### src/rtl/spi_reg_master_if.sv
// Request/response and SPI pin bundle for spi_reg_master.
// master = controller side, slave = requester / SPI peripheral side.
interface spi_reg_master_if;
    logic        REQ_VALID;
    logic        REQ_READY;
    logic        REQ_WRITE;
    logic [15:0] REQ_WDATA;
    logic        RSP_VALID;
    logic [15:0] RSP_RDATA;
    logic        RSP_ERR;
    logic        BUSY;
    logic        SPI_SCLK;
    logic        SPI_CS;
    logic        SPI_SDI;
    logic        SPI_SDO;

    modport master (
        input  REQ_VALID, REQ_WRITE, REQ_WDATA, SPI_SDO,
        output REQ_READY, RSP_VALID, RSP_RDATA, RSP_ERR, BUSY,
        output SPI_SCLK, SPI_CS, SPI_SDI
    );

    modport slave (
        output REQ_VALID, REQ_WRITE, REQ_WDATA, SPI_SDO,
        input  REQ_READY, RSP_VALID, RSP_RDATA, RSP_ERR, BUSY,
        input  SPI_SCLK, SPI_CS, SPI_SDI
    );
endinterface

### src/rtl/spi_reg_master.sv
// SPI master sequencing 24-bit GET/PUT frames to spi_register.
// Define SPI_REG_MASTER_VERIFY_EN to add automatic readback after PUT.
module spi_reg_master #(
    parameter int CLK_DIV = 4,
    parameter int CS_GAP  = 2
) (
    input  logic             CLK,
    input  logic             RST,
    spi_reg_master_if.master bus
);
    localparam int DW = (CLK_DIV > 1) ? $clog2(CLK_DIV) : 1;
    localparam int GW = (CS_GAP > 1) ? $clog2(CS_GAP) : 1;
    localparam logic [DW-1:0] DIV_LAST = DW'(CLK_DIV - 1);
    localparam logic [GW-1:0] GAP_LAST = GW'(CS_GAP - 1);
    localparam logic [7:0]    CMD_PUT  = 8'h46;
    localparam logic [7:0]    CMD_GET  = 8'h50;

    typedef enum logic [2:0] {
        S_IDLE, S_SETUP, S_SHIFT, S_HOLD, S_GAP
    } state_t;

    state_t        r_state, w_next;
    logic [DW-1:0] r_div;
    logic [GW-1:0] r_gap;
    logic [4:0]    r_bit;
    logic [22:0]   r_tx;
    logic [15:0]   r_rx;
    logic [15:0]   r_rdata;
    logic          r_write;
    logic          r_sclk;
    logic          r_cs;
    logic          r_sdi;
    logic          r_rsp_valid;
    logic          r_err;
    logic          w_tick;
    logic          w_accept;
    logic          w_rise;
    logic          w_fall;
    logic          w_done;
    logic          w_gap_end;
    logic          w_rb_pend;
    logic          w_upd;
    logic          w_err;

    assign w_tick = (r_div == DIV_LAST);

`ifdef SPI_REG_MASTER_VERIFY_EN
    logic          r_rb;
    logic [15:0]   r_wdata;

    // PUT frame done but readback not yet issued
    assign w_rb_pend = r_write & ~r_rb;
    assign w_upd     = ~r_write | r_rb;
    assign w_err     = r_rb & (r_rx != r_wdata);

    always_ff @(posedge CLK or posedge RST) begin
        if (RST) begin
            r_rb    <= 1'b0;
            r_wdata <= '0;
        end else if (w_accept) begin
            r_rb    <= 1'b0;
            r_wdata <= bus.REQ_WDATA;
        end else if (w_gap_end & w_rb_pend) begin
            r_rb    <= 1'b1;
        end
    end
`else
    assign w_rb_pend = 1'b0;
    assign w_upd     = ~r_write;
    assign w_err     = 1'b0;
`endif

    always_ff @(posedge CLK or posedge RST) begin
        if (RST) r_state <= S_IDLE;
        else     r_state <= w_next;
    end

    always_comb begin
        w_next    = r_state;
        w_accept  = 1'b0;
        w_rise    = 1'b0;
        w_fall    = 1'b0;
        w_done    = 1'b0;
        w_gap_end = 1'b0;
        unique case (r_state)
            S_IDLE: if (bus.REQ_VALID) begin
                w_accept = 1'b1;
                w_next   = S_SETUP;
            end
            S_SETUP: if (w_tick) begin
                w_rise = 1'b1;
                w_next = S_SHIFT;
            end
            S_SHIFT: if (w_tick) begin
                if (r_sclk)               w_fall = 1'b1;
                else if (r_bit == 5'd24)  w_next = S_HOLD;
                else                      w_rise = 1'b1;
            end
            S_HOLD: if (w_tick) begin
                w_done = 1'b1;
                w_next = S_GAP;
            end
            S_GAP: if (w_tick && r_gap == GAP_LAST) begin
                w_gap_end = 1'b1;
                w_next    = w_rb_pend ? S_SETUP : S_IDLE;
            end
            default: w_next = S_IDLE;
        endcase
    end

    always_ff @(posedge CLK or posedge RST) begin
        if (RST) begin
            r_div       <= '0;
            r_gap       <= '0;
            r_bit       <= '0;
            r_tx        <= '1;
            r_rx        <= '0;
            r_rdata     <= '0;
            r_write     <= 1'b0;
            r_sclk      <= 1'b0;
            r_cs        <= 1'b1;
            r_sdi       <= 1'b1;
            r_rsp_valid <= 1'b0;
            r_err       <= 1'b0;
        end else begin
            r_div <= (r_state == S_IDLE || w_tick) ? '0 : r_div + DW'(1);
            if (r_state != S_GAP) r_gap <= '0;
            else if (w_tick)      r_gap <= r_gap + GW'(1);
            r_rsp_valid <= w_done & ~w_rb_pend;
            if (w_accept) begin
                r_write <= bus.REQ_WRITE;
                r_bit   <= '0;
                r_cs    <= 1'b0;
                r_sdi   <= bus.REQ_WRITE ? CMD_PUT[7] : CMD_GET[7];
                r_tx    <= bus.REQ_WRITE ? {CMD_PUT[6:0], bus.REQ_WDATA}
                                         : {CMD_GET[6:0], 16'hFFFF};
            end
            if (w_gap_end & w_rb_pend) begin
                r_bit <= '0;
                r_cs  <= 1'b0;
                r_sdi <= CMD_GET[7];
                r_tx  <= {CMD_GET[6:0], 16'hFFFF};
            end
            // rise number r_bit+1; data phase starts at rise 9
            if (w_rise) begin
                r_sclk <= 1'b1;
                r_bit  <= r_bit + 5'd1;
                if (r_bit >= 5'd8) r_rx <= {r_rx[14:0], bus.SPI_SDO};
            end
            if (w_fall) begin
                r_sclk <= 1'b0;
                r_sdi  <= r_tx[22];
                r_tx   <= {r_tx[21:0], 1'b1};
            end
            if (w_done) begin
                r_cs  <= 1'b1;
                r_sdi <= 1'b1;
                if (!w_rb_pend) begin
                    if (w_upd) r_rdata <= r_rx;
                    r_err <= w_err;
                end
            end
        end
    end

    assign bus.REQ_READY = (r_state == S_IDLE);
    assign bus.BUSY      = (r_state != S_IDLE);
    assign bus.RSP_VALID = r_rsp_valid;
    assign bus.RSP_RDATA = r_rdata;
    assign bus.RSP_ERR   = r_err;
    assign bus.SPI_SCLK  = r_sclk;
    assign bus.SPI_CS    = r_cs;
    assign bus.SPI_SDI   = r_sdi;
endmodule

### src/flat_wrapper.sv
// flat-port wrapper written by rule: the top's interface ports become plain ports
module spi_reg_master_flat 
#(
    parameter int CLK_DIV = 4,
    parameter int CS_GAP  = 2
)
  (CLK, RST, bus_REQ_VALID, bus_REQ_WRITE, bus_REQ_WDATA, bus_SPI_SDO, bus_REQ_READY, bus_RSP_VALID, bus_RSP_RDATA, bus_RSP_ERR, bus_BUSY, bus_SPI_SCLK, bus_SPI_CS, bus_SPI_SDI);
  spi_reg_master_if bus_i ();
  input  logic CLK;
  input  logic RST;
  input wire logic [$bits(bus_i.REQ_VALID)-1:0] bus_REQ_VALID;
  input wire logic [$bits(bus_i.REQ_WRITE)-1:0] bus_REQ_WRITE;
  input wire logic [$bits(bus_i.REQ_WDATA)-1:0] bus_REQ_WDATA;
  input wire logic [$bits(bus_i.SPI_SDO)-1:0] bus_SPI_SDO;
  output wire logic [$bits(bus_i.REQ_READY)-1:0] bus_REQ_READY;
  output wire logic [$bits(bus_i.RSP_VALID)-1:0] bus_RSP_VALID;
  output wire logic [$bits(bus_i.RSP_RDATA)-1:0] bus_RSP_RDATA;
  output wire logic [$bits(bus_i.RSP_ERR)-1:0] bus_RSP_ERR;
  output wire logic [$bits(bus_i.BUSY)-1:0] bus_BUSY;
  output wire logic [$bits(bus_i.SPI_SCLK)-1:0] bus_SPI_SCLK;
  output wire logic [$bits(bus_i.SPI_CS)-1:0] bus_SPI_CS;
  output wire logic [$bits(bus_i.SPI_SDI)-1:0] bus_SPI_SDI;
  assign bus_i.REQ_VALID = bus_REQ_VALID;
  assign bus_i.REQ_WRITE = bus_REQ_WRITE;
  assign bus_i.REQ_WDATA = bus_REQ_WDATA;
  assign bus_i.SPI_SDO = bus_SPI_SDO;
  assign bus_REQ_READY = bus_i.REQ_READY;
  assign bus_RSP_VALID = bus_i.RSP_VALID;
  assign bus_RSP_RDATA = bus_i.RSP_RDATA;
  assign bus_RSP_ERR = bus_i.RSP_ERR;
  assign bus_BUSY = bus_i.BUSY;
  assign bus_SPI_SCLK = bus_i.SPI_SCLK;
  assign bus_SPI_CS = bus_i.SPI_CS;
  assign bus_SPI_SDI = bus_i.SPI_SDI;
  spi_reg_master #(.CLK_DIV(CLK_DIV), .CS_GAP(CS_GAP)) u_core (.CLK(CLK), .RST(RST), .bus(bus_i));
endmodule
### config.mk
export PLATFORM = sky130hd
export DESIGN_NAME = spi_reg_master_flat
export DESIGN_NICKNAME = d
export VERILOG_FILES = /design/src/rtl/spi_reg_master_if.sv /design/src/rtl/spi_reg_master.sv /design/src/flat_wrapper.sv
export SDC_FILE = /design/constraint.sdc
export NUM_CORES = 1
export LEC_CHECK = 0
export BUFFER_PORTS_ARGS = -buffer_cell sky130_fd_sc_hd__buf_2
export CAP_MARGIN = 5
export CORE_ASPECT_RATIO = 1.25
export CORE_MARGIN = 2
export CORE_UTILIZATION = 45
export CTS_BUF_LIST = sky130_fd_sc_hd__clkbuf_2 sky130_fd_sc_hd__clkbuf_4 sky130_fd_sc_hd__clkbuf_8
export CTS_CLUSTER_SIZE = 8
export DETAILED_ROUTE_END_ITERATION = 6
export PLACE_DENSITY_LB_ADDON = 0.12
export SYNTH_ARGS = -nofsm -noshare
export SYNTH_HDL_FRONTEND = slang
export SYNTH_SLANG_ARGS = --single-unit
### constraint.sdc
create_clock -name CLK -period 4.8 [get_ports CLK]
set_clock_uncertainty 0.05 [all_clocks]
set_input_delay 0.24 -clock CLK [delete_from_list [all_inputs] [get_ports CLK]]
set_output_delay 0.24 -clock CLK [all_outputs]
set_load 0.02 [all_outputs]
==> out/results.env, run 1 <==
CLOCK_TREE.BUFFER_DEPTH=2
FIN_TOTAL_PWR_mW=1.15
GRT.MET1_USAGE_PCT=22.6
IO_PINS=44
POWER_SWITCHING_SHARE_PCT=21.5
WORST_TRAN_PIN_VALUE_PS=885
GRT_PASS1_WL_UM=10100
SYNTH-EDFF-COUNT=0
H-TREE-DEPTH=3
CP-END-KIND='register'
YOSYS.AREA.TOP_TYPE='sky130_fd_sc_hd__dfrtp_1'
NET-SWITCHING-POWER_mW=0.248
AREA_GROWTH_PCT=13.5
FINAL_MIN_PERIOD_OVER_CLOCK_PERIOD_PCT=50.5
SYNTH_SEQ_AREA_SHARE_PCT=56.0
CRITICAL_PATH.STARTPOINT_TYPE='register'
SYNTHESIS.YOSYS.WARNINGS=0
FINAL.MIN_CLOCK_PERIOD_PS=2420
NUM_VIAS=2075
MAXSLEWHEADROOM_PCT=41.0
ARRIVAL_PS=2600
SETUP_REPAIR_AFTER_GLOBAL_ROUTING_MISSED_ITS_MARGIN='false'
DIEAREA_MM2=0.00787
SLEW_VIOLATIONS=0
CORE_AREA_MM2=0.00698
NETLIST_TOP_CELLS_AREA='sky130_fd_sc_hd__dfrtp_1 (36%), sky130_fd_sc_hd__dfstp_2 (20%), sky130_fd_sc_hd__mux2_2 (8.7%)'
INITIAL_CORE_UTILIZATION_PCT=46.3
MAX-CAP-VIOLATIONS=0
GROUTE.LAYER.MET3.USAGE_PCT=3.30
FILL_CELLS=627
GRTUSAGETOTAL_PCT=16.6
CRITICAL_PATH.MAX_FANOUT=16
TOP_USAGE_LAYER='met2'
MAXIMUM_NUMBER_OF_PINS_ON_ONE_NET_BEFORE_GLOBAL_ROUTE_REPAIR=72
TRITONCTS_CLOCK_TREE='built'
FINAL_NETS=328
DETAILED_PLACE_HPWL_UM=3600
FINALNONFILLERCELLS=398
COMB_POWER_SHARE_PCT=2.8
ROUTED_VIA_DENSITY=5.21
HOLD_PATH.CLASS='in -> reg'
DRT-PASS1-ITER-COUNT=4
HP-START='bus_SPI_SDO'
PLACE.PORT_BUFFERS=42
YS.FLOP_TYPE='sky130_fd_sc_hd__dfrtp_1'
CTS.CLK_SLEW.WORST_PATHS_PS=80
CTS_REPAIR_RESIZE_COUNT=0
POWER_FRAC_SEQ_PCT=52.8
CTS-BUFFERS-INSERTED=9
SETUP_VIOL=0
YS_FF_LATCH=71
NETLIST_TOP_CELLS_COUNT='sky130_fd_sc_hd__dfrtp_1 (46), sky130_fd_sc_hd__o21ai_0 (33), sky130_fd_sc_hd__nand2_1 (28)'
POSTCTSHOLDBUFS=0
CLOCK_POWER_SHARE_PCT=44.4
GR-USAGE-MET2_PCT=25.0
WL_UM=5790
CLKLATENCYLATEPIN_PS=340
NUM_ROWS=34
TIMING.FINAL.HOLD_VIOLATIONS=0
STATIC-LEAKAGE-POWER_nW=1.74
WORST_SETUP_PATH_TYPE='reg -> reg'
PEAK_FREQ_GHz=0.412
DRIVE_GT1_SHARE_PCT=41.9
DRTITER0DRC=82
YS_TYPES=46
CLOCK_SINK_COUNT=71
PEAKVDDDROP_uV=142
AVGROUTEDWIREPERCELL_UM=14.5
SYNTH_ASYNC_SR_FLOP_SHARE_PCT=100
R2R-START='u_core.r_div[0]'
SYNTH.AVG_CELL_AREA_UM2=12.1
ANTENNA_LEFT=0
PLACE.GP.CONGESTION=0.728
DPL.CELL_COUNT=383
FINALCOREUTILIZATION_PCT=52.5
SYNTH_TOP_CELL_AREA_SHARE_PCT=35.7
GRT_PASS1_VIAS=2096
POWER.DENSITY_CELL_AREA_mW_PER_MM2=315
SYNTH_FP_NETS=291
CTS.REPAIR_TIMING.SETUP_BUFFER_COUNT=0
GRT_REMAINING_OVERFLOW=0
FIN_HOLD_WS_PS=86.4
DRCVIOLATIONCOUNT=0
NETLIST_AREA_MM2=0.00323
CLOCK_ROOT_BUFFER='sky130_fd_sc_hd__clkbuf_8'
FLOORPLAN.DIE.HEIGHT_UM=98.7
WORSTPATHREQUIRED_PS=4970
DIE_W_UM=79.7
POWER_INTERNAL_mW=0.907
YOSYS.CELL_COUNT.TOP_TYPE='sky130_fd_sc_hd__dfrtp_1'
CRITICAL_PATH.STARTPOINT='u_core.r_div[0]'
FINAL.SETUP.TNS_PS=0
OUTCOME='finished, final reports clean'
SYN_INST=267
GRT_ANTENNA_BEFORE_REPAIR=0
N_ANTENNA_CELL=0
stage by stage:
step           instance area (um^2)  setup slack [ps]
2_1_floorplan                  3230              2750
3_3_place_gp                   3450              2440
3_5_place_dp                   3450              2350
4_1_cts                        3660              2340
5_1_grt                        3660              2200
6_report                       3660              2380
state kept, by name, summed over array words and instances, names as in the netlist:
signal / cells
u_core.r_tx: 23
u_core.bus.RSP_RDATA: 16
u_core.r_rx: 16
u_core.r_bit: 5
u_core.r_state: 3
u_core.r_div: 2
u_core.bus.RSP_VALID: 1
u_core.bus.SPI_CS: 1
u_core.bus.SPI_SCLK: 1
u_core.bus.SPI_SDI: 1
u_core.r_gap: 1
u_core.r_write: 1
layout by cell type (no fill, tap or decap), drive strengths merged, types with 3 or more instances in the layout:
master  count
dfrtp      46
buf        45
o21ai      35
mux2       35
nand2      28
dfstp      25
nand3b     15
nor2       10
clkbuf      9
inv         5
nand3       4
nor2b       3
a22o        3
mux2i       3
ha          3
a21oi       3
nor3b       3
clkinv      3
kinds of logic after synthesis:
group	Yosys count	synth area share [%]
other	1	0.116
buffers and inverters	24	4.27
flip-flops	71	56.0
AND/OR/NAND/NOR	76	13.6
adder cells (fa/ha/maj)	3	1.16
XOR/XNOR	3	0.814
AO/OA/AOI/OAI	51	9.66
multiplexers	38	14.3
per-layer routing:
layer  wire, um  up-vias  share of wire (%)
met4        124        0                2.1
met2       2770       36                 48
met3        215        9                3.7
li1           -     1003                  -
met5          0        -                  0
met1       2670     1027                 46
path summary, 6_finish.rpt:
check                                          endpoint  slack [ps]  cells past startpoint
worst max register to register  u_core.bus.RSP_RDATA[2]        2380                      5
worst min register to register          u_core.r_div[0]         400                      1
max in group asynchronous               u_core.r_div[1]        4030                      3
worst max-delay path            u_core.bus.RSP_RDATA[2]        2380                      5
min in group asynchronous       u_core.bus.RSP_RDATA[4]         100                      3
worst min-delay path                     u_core.r_rx[0]          90                      2
worst max-delay path, cell delays in order (launching register included):
cell and delay, ps:
sky130_fd_sc_hd__dfrtp_1 360, sky130_fd_sc_hd__ha_1 340, sky130_fd_sc_hd__nor2b_1 240, sky130_fd_sc_hd__nand3_1 180, sky130_fd_sc_hd__nor2_2 720, sky130_fd_sc_hd__mux2_2 410
power by group through the flow:
stage,clock network (mW),registers [mW],logic (mW)
3_5_place_dp,0,0.620,0.0340
2_1_floorplan,0,0.619,0.0215
6_report,0.513,0.609,0.0326
3_3_place_gp,0,0.620,0.0336
4_1_cts,0.530,0.609,0.0341
5_1_grt,0.553,0.610,0.0386
cell type report:
type | instances | area [um^2] | share of cell area [%]
Clock buffer | 9 | 124 | 3.38
Clock inverter | 6 | 86.3 | 2.36
Tap cell | 90 | 113 | 3.07
Timing Repair Buffer | 45 | 233 | 6.35
Inverter | 5 | 18.8 | 0.512
Sequential cell | 71 | 1810 | 49.4
Multi-Input combinational cell | 172 | 1280 | 35.0
Note: power is estimated with default switching activity, not from simulation.
==> inputs of run 2 (changes only) <==
--- a/config.mk
+++ b/config.mk
@@ -5,6 +5,7 @@
 export SDC_FILE = /design/constraint.sdc
 export NUM_CORES = 1
 export LEC_CHECK = 0
+export ABC_AREA = 1
 export BUFFER_PORTS_ARGS = -buffer_cell sky130_fd_sc_hd__buf_2
 export CAP_MARGIN = 5
 export CORE_ASPECT_RATIO = 1.25
==> constraint.sdc (replaced) <==
create_clock -name CLK -period 2.15 [get_ports CLK]
set_clock_uncertainty 0.05 [all_clocks]
set_input_delay 0.1075 -clock CLK [delete_from_list [all_inputs] [get_ports CLK]]
set_output_delay 0.1075 -clock CLK [all_outputs]
set_load 0.02 [all_outputs]
==> run 2 against run 1 <==
- setup slack lost 1900 ps
- power rose to 3.9 times the previous value
- global-route usage is 2.0 points higher
- count of clock-buffer cells in the layout up 4
- fmax is 43% higher
- combinational power increased to 38 times the previous value
- utilization up 2.5 points
- synthesized area is 2.1% higher
- highest routed layer unchanged
==> out/results.env, run 2 <==
OUTCOME='finished, final reports clean'
MAX_STAGE_DELAY_PS=450  # -270 ps
AREA_OCCUPIED_BY_MULTI_INPUT_GATES_MM2=0.00130  # +1.7%
LARGEST_REG_FLOPS=23  # unchanged
GRT_PASS1_WL_UM=11600  # +15%
NETLIST_TOP_CELLS_COUNT='sky130_fd_sc_hd__nand2_1 (178), sky130_fd_sc_hd__dfrtp_1 (46), sky130_fd_sc_hd__nand3_1 (31)'
POWER.DENSITY_CELL_AREA_mW_PER_MM2=1150  # +270%
AREA_GROWTH_PCT=17.2
GRT_REMAINING_OVERFLOW=0  # unchanged
CLOCK_TREE.BUFFER_DEPTH=2  # unchanged
MOST-COMMON-LAYOUT-CELLS='sky130_fd_sc_hd__nand2_1 (178), sky130_fd_sc_hd__dfrtp_1 (46), sky130_fd_sc_hd__buf_2 (42), sky130_fd_sc_hd__nand3_1 (31), sky130_fd_sc_hd__dfstp_2 (25)'
SYNTH_SEQ_AREA_SHARE_PCT=54.9  # -1.2 points
DRCVIOLATIONCOUNT=0  # unchanged
PEAKVDDDROP_uV=606  # +330%
FINAL.MIN_CLOCK_PERIOD_PS=1700  # -725 ps
PEAK_FREQ_GHz=0.589  # +43%
SYN_INST=392  # +47%
INITIAL_CORE_UTILIZATION_PCT=47.0  # +0.70 points
SETUP_VIOL=0  # unchanged
CTS.CLK_SLEW.WORST_PATHS_PS=70  # about the same
FILL_CELLS=677  # +8.0%
DIE_W_UM=80.5  # +1.0%
FINAL_MIN_PERIOD_OVER_CLOCK_PERIOD_PCT=79.0  # +29 points
GRTUSAGETOTAL_PCT=18.6  # +2.0 points
REGISTERS.TOP_BY_FF_COUNT='u_core.r_tx'
WL_UM=6550  # +13%
ANTENNA_LEFT=0  # unchanged
ARRIVAL_PS=1890  # -710 ps
GRT_PASS1_VIAS=2632  # +26%
YS_FF_LATCH=71  # unchanged
TIMING.CRITICAL_PATH.SLOWEST_STAGE_CELL='sky130_fd_sc_hd__dfrtp_1'
NUM_VIAS=2602  # +25%
WORST_SETUP_PATH_TYPE='reg -> reg'
DRTITER0DRC=118  # +44%
NETLIST_TOP_CELLS_AREA='sky130_fd_sc_hd__dfrtp_1 (35%), sky130_fd_sc_hd__nand2_1 (20%), sky130_fd_sc_hd__dfstp_2 (20%)'
CP-END-KIND='register'
FINAL.SETUP.TNS_PS=0  # unchanged
MAXIMUM_NUMBER_OF_PINS_ON_ONE_NET_BEFORE_GLOBAL_ROUTE_REPAIR=72  # unchanged
NUM_ROWS=34  # unchanged
DETAILED_PLACE_HPWL_UM=4190  # +17%
LAYOUT.CELLS.MOST_COMMON='sky130_fd_sc_hd__nand2_1'
SYNTH.AVG_CELL_AREA_UM2=8.41  # -30%
WORSTPATHREQUIRED_PS=2340  # -2630 ps
CRITPATHTOPFAMILY='simple AND/OR/NAND/NOR gates'
CLKLATENCYLATEPIN_PS=350  # about the same
MAXSLEWHEADROOM_PCT=65.5  # +24 points
CLOCK_SINK_COUNT=71  # unchanged
CRIT_CHAIN='inv_1 -> nand3_1 -> a21oi_4 -> nand3_4 -> nand2_1 -> nand2_1'
PLACE.PORT_BUFFERS=42  # unchanged
CTS.REPAIR_TIMING.SETUP_BUFFER_COUNT=0  # unchanged
CLOCK_ROOT_BUFFER='sky130_fd_sc_hd__clkbuf_8'
TRITONCTS_CLOCK_TREE='built'
DIEAREA_MM2=0.00803  # +2.0%
SLEW_VIOLATIONS=0  # unchanged
SYNTH_FP_NETS=416  # +43%
FINAL_NETS=464  # +41%
MAX-CAP-VIOLATIONS=0  # unchanged
CORE_AREA_MM2=0.00702  # +0.61%
CRITICAL_PATH.MOST_COMMON_CELL='sky130_fd_sc_hd__nand2_1'
CRITICAL_PATH.STARTPOINT_TYPE='register'
SEQUENTIAL_CELL_AREA_IN_THE_FINAL_LAYOUT_MM2=0.00181  # unchanged
WORST-PATH-BUF-INV=1  # +1
SYNTHESIS.YOSYS.WARNINGS=0  # unchanged
N_ANTENNA_CELL=0  # unchanged
YOSYS.CELL_COUNT.TOP_TYPE='sky130_fd_sc_hd__nand2_1'
FF2FF_SETUP_SLACK_PS=450  # -1920 ps
TIMING.FINAL.HOLD_VIOLATIONS=0  # unchanged
STATIC-LEAKAGE-POWER_nW=2.07  # +19%
GRT_ANTENNA_BEFORE_REPAIR=0  # unchanged
YOSYS.AREA.TOP_TYPE='sky130_fd_sc_hd__dfrtp_1'
YS_TYPES=27  # -41%
CRITICAL_PATH.MAX_FANOUT=16  # unchanged
ROUTED_VIA_DENSITY=4.86  # -6.7%
SYNTH-EDFF-COUNT=0  # unchanged
FLOORPLAN.DIE.HEIGHT_UM=99.7  # +1.0%
FIN_TOTAL_PWR_mW=4.45  # +290%
SYNTH_TOP_CELL_AREA_SHARE_PCT=34.9  # -0.74 points
PLACE.GP.CONGESTION=0.774  # +6.4%
H-TREE-DEPTH=3  # unchanged
DRT-PASS1-ITER-COUNT=4  # unchanged
AVGROUTEDWIREPERCELL_UM=12.2  # -16%
SYNTH_ASYNC_SR_FLOP_SHARE_PCT=100  # unchanged
DRIVE_GT1_SHARE_PCT=24.0  # -18 points
HOLD_PATH.CLASS='in -> reg'
NETLIST_AREA_MM2=0.00330  # +2.1%
CTS-BUFFERS-INSERTED=9  # unchanged
YS.FLOP_TYPE='sky130_fd_sc_hd__dfrtp_1'
SETUP_REPAIR_AFTER_GLOBAL_ROUTING_MISSED_ITS_MARGIN='false'
IO_PINS=44  # unchanged
WORST_TRAN_PIN_VALUE_PS=516  # -369 ps
[run 2: changes by cell type in the layout (fill, tap and decap cells not counted), moves of 5 or more]
cell / previous run / this run
sky130_fd_sc_hd__mux2_4: 10 / 0
sky130_fd_sc_hd__nand2_2: 0 / 5
sky130_fd_sc_hd__nand3_1: 4 / 31
sky130_fd_sc_hd__nand4_1: 0 / 18
sky130_fd_sc_hd__mux2_2: 25 / 0
sky130_fd_sc_hd__inv_1: 4 / 13
sky130_fd_sc_hd__nand3b_1: 15 / 0
sky130_fd_sc_hd__o21ai_0: 33 / 23
sky130_fd_sc_hd__dlygate4sd3_1: 0 / 5
sky130_fd_sc_hd__buf_4: 3 / 8
sky130_fd_sc_hd__nand2_1: 28 / 178
[run 2: where the power goes]
part           internal [mW]  switching (mW)
Combinational          0.403           0.824
Sequential              1.79           0.186
Clock                  0.758           0.490
Total                   2.95            1.50
[run 2: worst register-to-register path: cells and delay by family, from the launching register on]
family / cells / cell delay [ps]
flops: 1 / 450
simple gates: 4 / 610
buf+inv: 1 / 120
compound gates: 1 / 360
[run 2: metrics by stage]
stage	cell area [um^2]	setup WS [ps]	hold WS (ps)	cells	utilization [%]
after floorplan	3300	237	201	392	-
after global placement	3580	467	170	514	51.0
after detailed placement	3580	453	169	514	51.0
after CTS	3860	427	4.00	535	55.0
after global routing	3860	227	37.0	535	55.0
final	3860	451	13.8	535	55.0
[run 2: metal layers]
metal	vias up	track usage [%]	part of all wire, %
li1	1343	-	-
met2	47	30.8	47
met4	0	10.4	2.5
met3	14	3.18	3.5
met5	-	0	0
met1	1198	22.8	47
[run 2: area by class of cell]
| class | count | area share (%) |
|---|---|---|
| sequential | 71 | 46.8 |
| multi-input combinational | 285 | 33.7 |
| timing repair buffer | 56 | 8.81 |
| clock buffer | 13 | 4.47 |
| tap | 90 | 2.91 |
| clock inverter | 3 | 1.65 |
| inverter | 17 | 1.65 |
[run 2: worst paths after layout]
kind | start | end | cells after the start
hold / removal | bus_REQ_WDATA[5] | u_core.r_tx[5] | 5
max in group asynchronous | RST | u_core.r_tx[12] | 4
min in group asynchronous | RST | u_core.r_rx[3] | 4
setup reg to reg | u_core.r_state[1] | u_core.r_rx[12] | 6
setup / recovery | u_core.r_state[1] | u_core.r_rx[12] | 6
hold reg to reg | u_core.r_div[0] | u_core.r_div[0] | 1
[run 2: repair_timing]
item / CTS / global route
endpoints found under the hold margin: 50 / 0
setup endpoints to repair: 0 / 0
resized for setup: 0 / 0
hold buffers: 5 / 0
[run 2: cell families after synthesis]
logic type / after synthesis / share of synthesized area, %
buffers and inverters: 36 / 5.62
DFF: 71 / 54.9
other: 1 / 0.114
and+or+nand+nor: 251 / 33.1
AOI/OAI and AO/OA: 28 / 4.59
adders and majority gates: 3 / 1.14
xor gates and xnor gates: 2 / 0.532
==> inputs of run 3 (changes only) <==
==> constraint.sdc (replaced) <==
create_clock -name CLK -period 1.7 [get_ports CLK]
set_clock_uncertainty 0.05 [all_clocks]
set_input_delay 0.085 -clock CLK [delete_from_list [all_inputs] [get_ports CLK]]
set_output_delay 0.085 -clock CLK [all_outputs]
set_load 0.02 [all_outputs]
==> run 3 against run 2 <==
- global-route usage increased by 0.84 points
- count of clock-buffer cells in the layout decreased by 2
- register-to-register slack got worse by 350 ps
- largest power group unchanged
- critical path depth increased by 4
==> out/results.env, run 3 (synthesis results as in run 2) <==
MIN_DELAY_PATH_DEPTH=5  # unchanged
FF2FF_PATH_DEPTH=10  # +4
PEAK_FREQ_GHz=0.624  # +6.0%
SLEW_VIOLATIONS=0  # unchanged
PLACE.PORT_BUFFERS=42  # unchanged
DRCVIOLATIONCOUNT=0  # unchanged
CTS-BUFFERS-INSERTED=9  # unchanged
DRTITER0DRC=122  # +3.4%
TRITONCTS_CLOCK_TREE='built'
DETAILED_PLACE_HPWL_UM=4510  # +7.7%
ROUTED_VIA_DENSITY=4.93  # +1.4%
DIE_W_UM=80.5  # unchanged
PLACE.GP.CONGESTION=0.791  # +2.3%
FIN_TOTAL_PWR_mW=6.27  # +41%
STATIC-LEAKAGE-POWER_nW=2.21  # +6.7%
CLOCK_TREE.BUFFER_DEPTH=2  # unchanged
FINAL_NETS=490  # +5.6%
R2R-START='u_core.r_bit[0]'
CP-END-KIND='register'
FINAL_MIN_PERIOD_OVER_CLOCK_PERIOD_PCT=94.3  # +15 points
AVGROUTEDWIREPERCELL_UM=13.1  # +6.6%
SEQUENTIAL_CELL_AREA_IN_THE_FINAL_LAYOUT_MM2=0.00181  # about the same
GRTUSAGETOTAL_PCT=19.4  # +0.84 points
CLKLATENCYLATEPIN_PS=350  # about the same
N_ANTENNA_CELL=0  # unchanged
H-TREE-DEPTH=3  # unchanged
DIEAREA_MM2=0.00803  # unchanged
CRITICAL_PATH.STARTPOINT_TYPE='register'
NUM_ROWS=34  # unchanged
MAX-CAP-VIOLATIONS=0  # unchanged
CLOCK_ROOT_BUFFER='sky130_fd_sc_hd__clkbuf_8'
TIMING.FINAL.HOLD_VIOLATIONS=0  # unchanged
CRITICAL_PATH.STARTPOINT='u_core.r_bit[0]'
POWER.DENSITY_CELL_AREA_mW_PER_MM2=1480  # +29%
CRITICAL_PATH.MAX_FANOUT=8  # -8
CLOCK_SINK_COUNT=71  # unchanged
GRT_ANTENNA_BEFORE_REPAIR=0  # unchanged
OUTCOME='finished, final reports clean'
FF2FF_SETUP_SLACK_PS=100  # -350 ps
IO_PINS=44  # unchanged
CORE_AREA_MM2=0.00702  # unchanged
INITIAL_CORE_UTILIZATION_PCT=47.0  # unchanged
WORST_SETUP_PATH_TYPE='reg -> reg'
PEAKVDDDROP_uV=752  # +24%
FILL_CELLS=637  # -5.9%
MAXIMUM_NUMBER_OF_PINS_ON_ONE_NET_BEFORE_GLOBAL_ROUTE_REPAIR=56  # -22%
R2R-END='u_core.r_rx[11]'
FINAL.MIN_CLOCK_PERIOD_PS=1600  # -95.8 ps
GRT_PASS1_WL_UM=12100  # +4.1%
CTS.CLK_SLEW.WORST_PATHS_PS=80  # about the same
NUM_VIAS=2767  # +6.3%
FLOORPLAN.DIE.HEIGHT_UM=99.7  # unchanged
POSTLAYOUTSETUPSLACKWORST_PS=96.9  # -354 ps
MOST-COMMON-LAYOUT-CELLS='sky130_fd_sc_hd__nand2_1 (172), sky130_fd_sc_hd__dfrtp_1 (45), sky130_fd_sc_hd__buf_2 (42), sky130_fd_sc_hd__nand3_1 (29), sky130_fd_sc_hd__dfstp_2 (25)'
ANTENNA_LEFT=0  # unchanged
GRT_PASS1_VIAS=2590  # -1.6%
ARRIVAL_PS=1780  # -110 ps
LAYOUT.CELLS.MOST_COMMON='sky130_fd_sc_hd__nand2_1'
WORSTHOLDENDPOINT='u_core.r_tx[2]'
WL_UM=7330  # +12%
HP-START='bus_REQ_WDATA[2]'
GRT_REMAINING_OVERFLOW=0  # unchanged
LARGEST_REG_FLOPS=23  # unchanged
REGISTERS.TOP_BY_FF_COUNT='u_core.r_tx'
WORSTPATHREQUIRED_PS=1880  # -460 ps
AREA_OCCUPIED_BY_MULTI_INPUT_GATES_MM2=0.00136  # +4.5%
DRIVE_GT1_SHARE_PCT=29.1  # +5.0 points
PRE_CTS_SLACK_PS=60.9  # -392 ps
DRT-PASS1-ITER-COUNT=4  # unchanged
AREA_GROWTH_PCT=28.2
HOLD_PATH.CLASS='in -> reg'
SETUP_VIOL=0  # unchanged
## run 3: how the worst max path moves through the flow
stage	endpoint	slack (ps)
3_3_place_gp	u_core.r_rx[0]	90
2_1_floorplan	u_core.r_tx[20]	190
4_1_cts	u_core.r_tx[20]	20
6_report	u_core.r_rx[11]	100
5_1_grt	u_core.r_rx[9]	-9
3_5_place_dp	u_core.r_tx[20]	60
## run 3: layer usage
layer,vias up,GRT usage (%),wire [um],part of all wire [%]
met2,55,31.9,3720,51
li1,1405,-,-,-
met5,-,0,0,0
met3,16,3.36,194,2.6
met4,0,10.8,185,2.5
met1,1291,24.0,3230,44
## run 3: final cells by class
cell class	count	share of cell area, %
clock buffers	11	3.43
clock inverters	5	3.05
inverters	17	1.69
multi-input cells	286	32.2
flip-flops and latches	71	42.8
well taps	90	2.66
repair buffers	79	13.8
repair inverters	2	0.355
## run 3: what timing repair did
action / 4_1_cts / 5_1_grt
hold buffers: 15 / 0
setup endpoints to repair: 0 / 43
resized for setup: 0 / 23
buffers inserted: 0 / 8
hold endpoints to repair: 29 / 0
## run 3: worst max-delay path: stages (launching register included)
cell	delay, ps
sky130_fd_sc_hd__dfrtp_1	420
sky130_fd_sc_hd__inv_2	50
sky130_fd_sc_hd__ha_1	200
sky130_fd_sc_hd__nand2_1	70
sky130_fd_sc_hd__inv_1	40
sky130_fd_sc_hd__nand2_2	70
sky130_fd_sc_hd__nand3_2	80
sky130_fd_sc_hd__nand2_4	180
sky130_fd_sc_hd__nand3_4	160
sky130_fd_sc_hd__nand2_2	110
sky130_fd_sc_hd__nand2_1	60
## run 3: per-stage QoR
step / utilization, % / setup TNS, ps / cells / instance area [um^2] / hold WS (ps)
3_3_place_gp: 51.6 / 0 / 518 / 3620 / 45.6
6_report: 60.2 / 0 / 561 / 4230 / 23.1
4_1_cts: 57.7 / 0 / 549 / 4050 / 7.44
2_1_floorplan: - / 0 / 392 / 3300 / 178
5_1_grt: 60.2 / -21.4 / 561 / 4230 / 18.4
3_5_place_dp: 51.6 / 0 / 518 / 3620 / 48.5
## run 3: power by group
group	leakage [nW]	switching, mW	total, mW	internal [mW]
clock	0.137	0.633	1.82	1.18
sequential	0.888	0.244	2.51	2.26
combinational	1.18	1.21	1.95	0.744
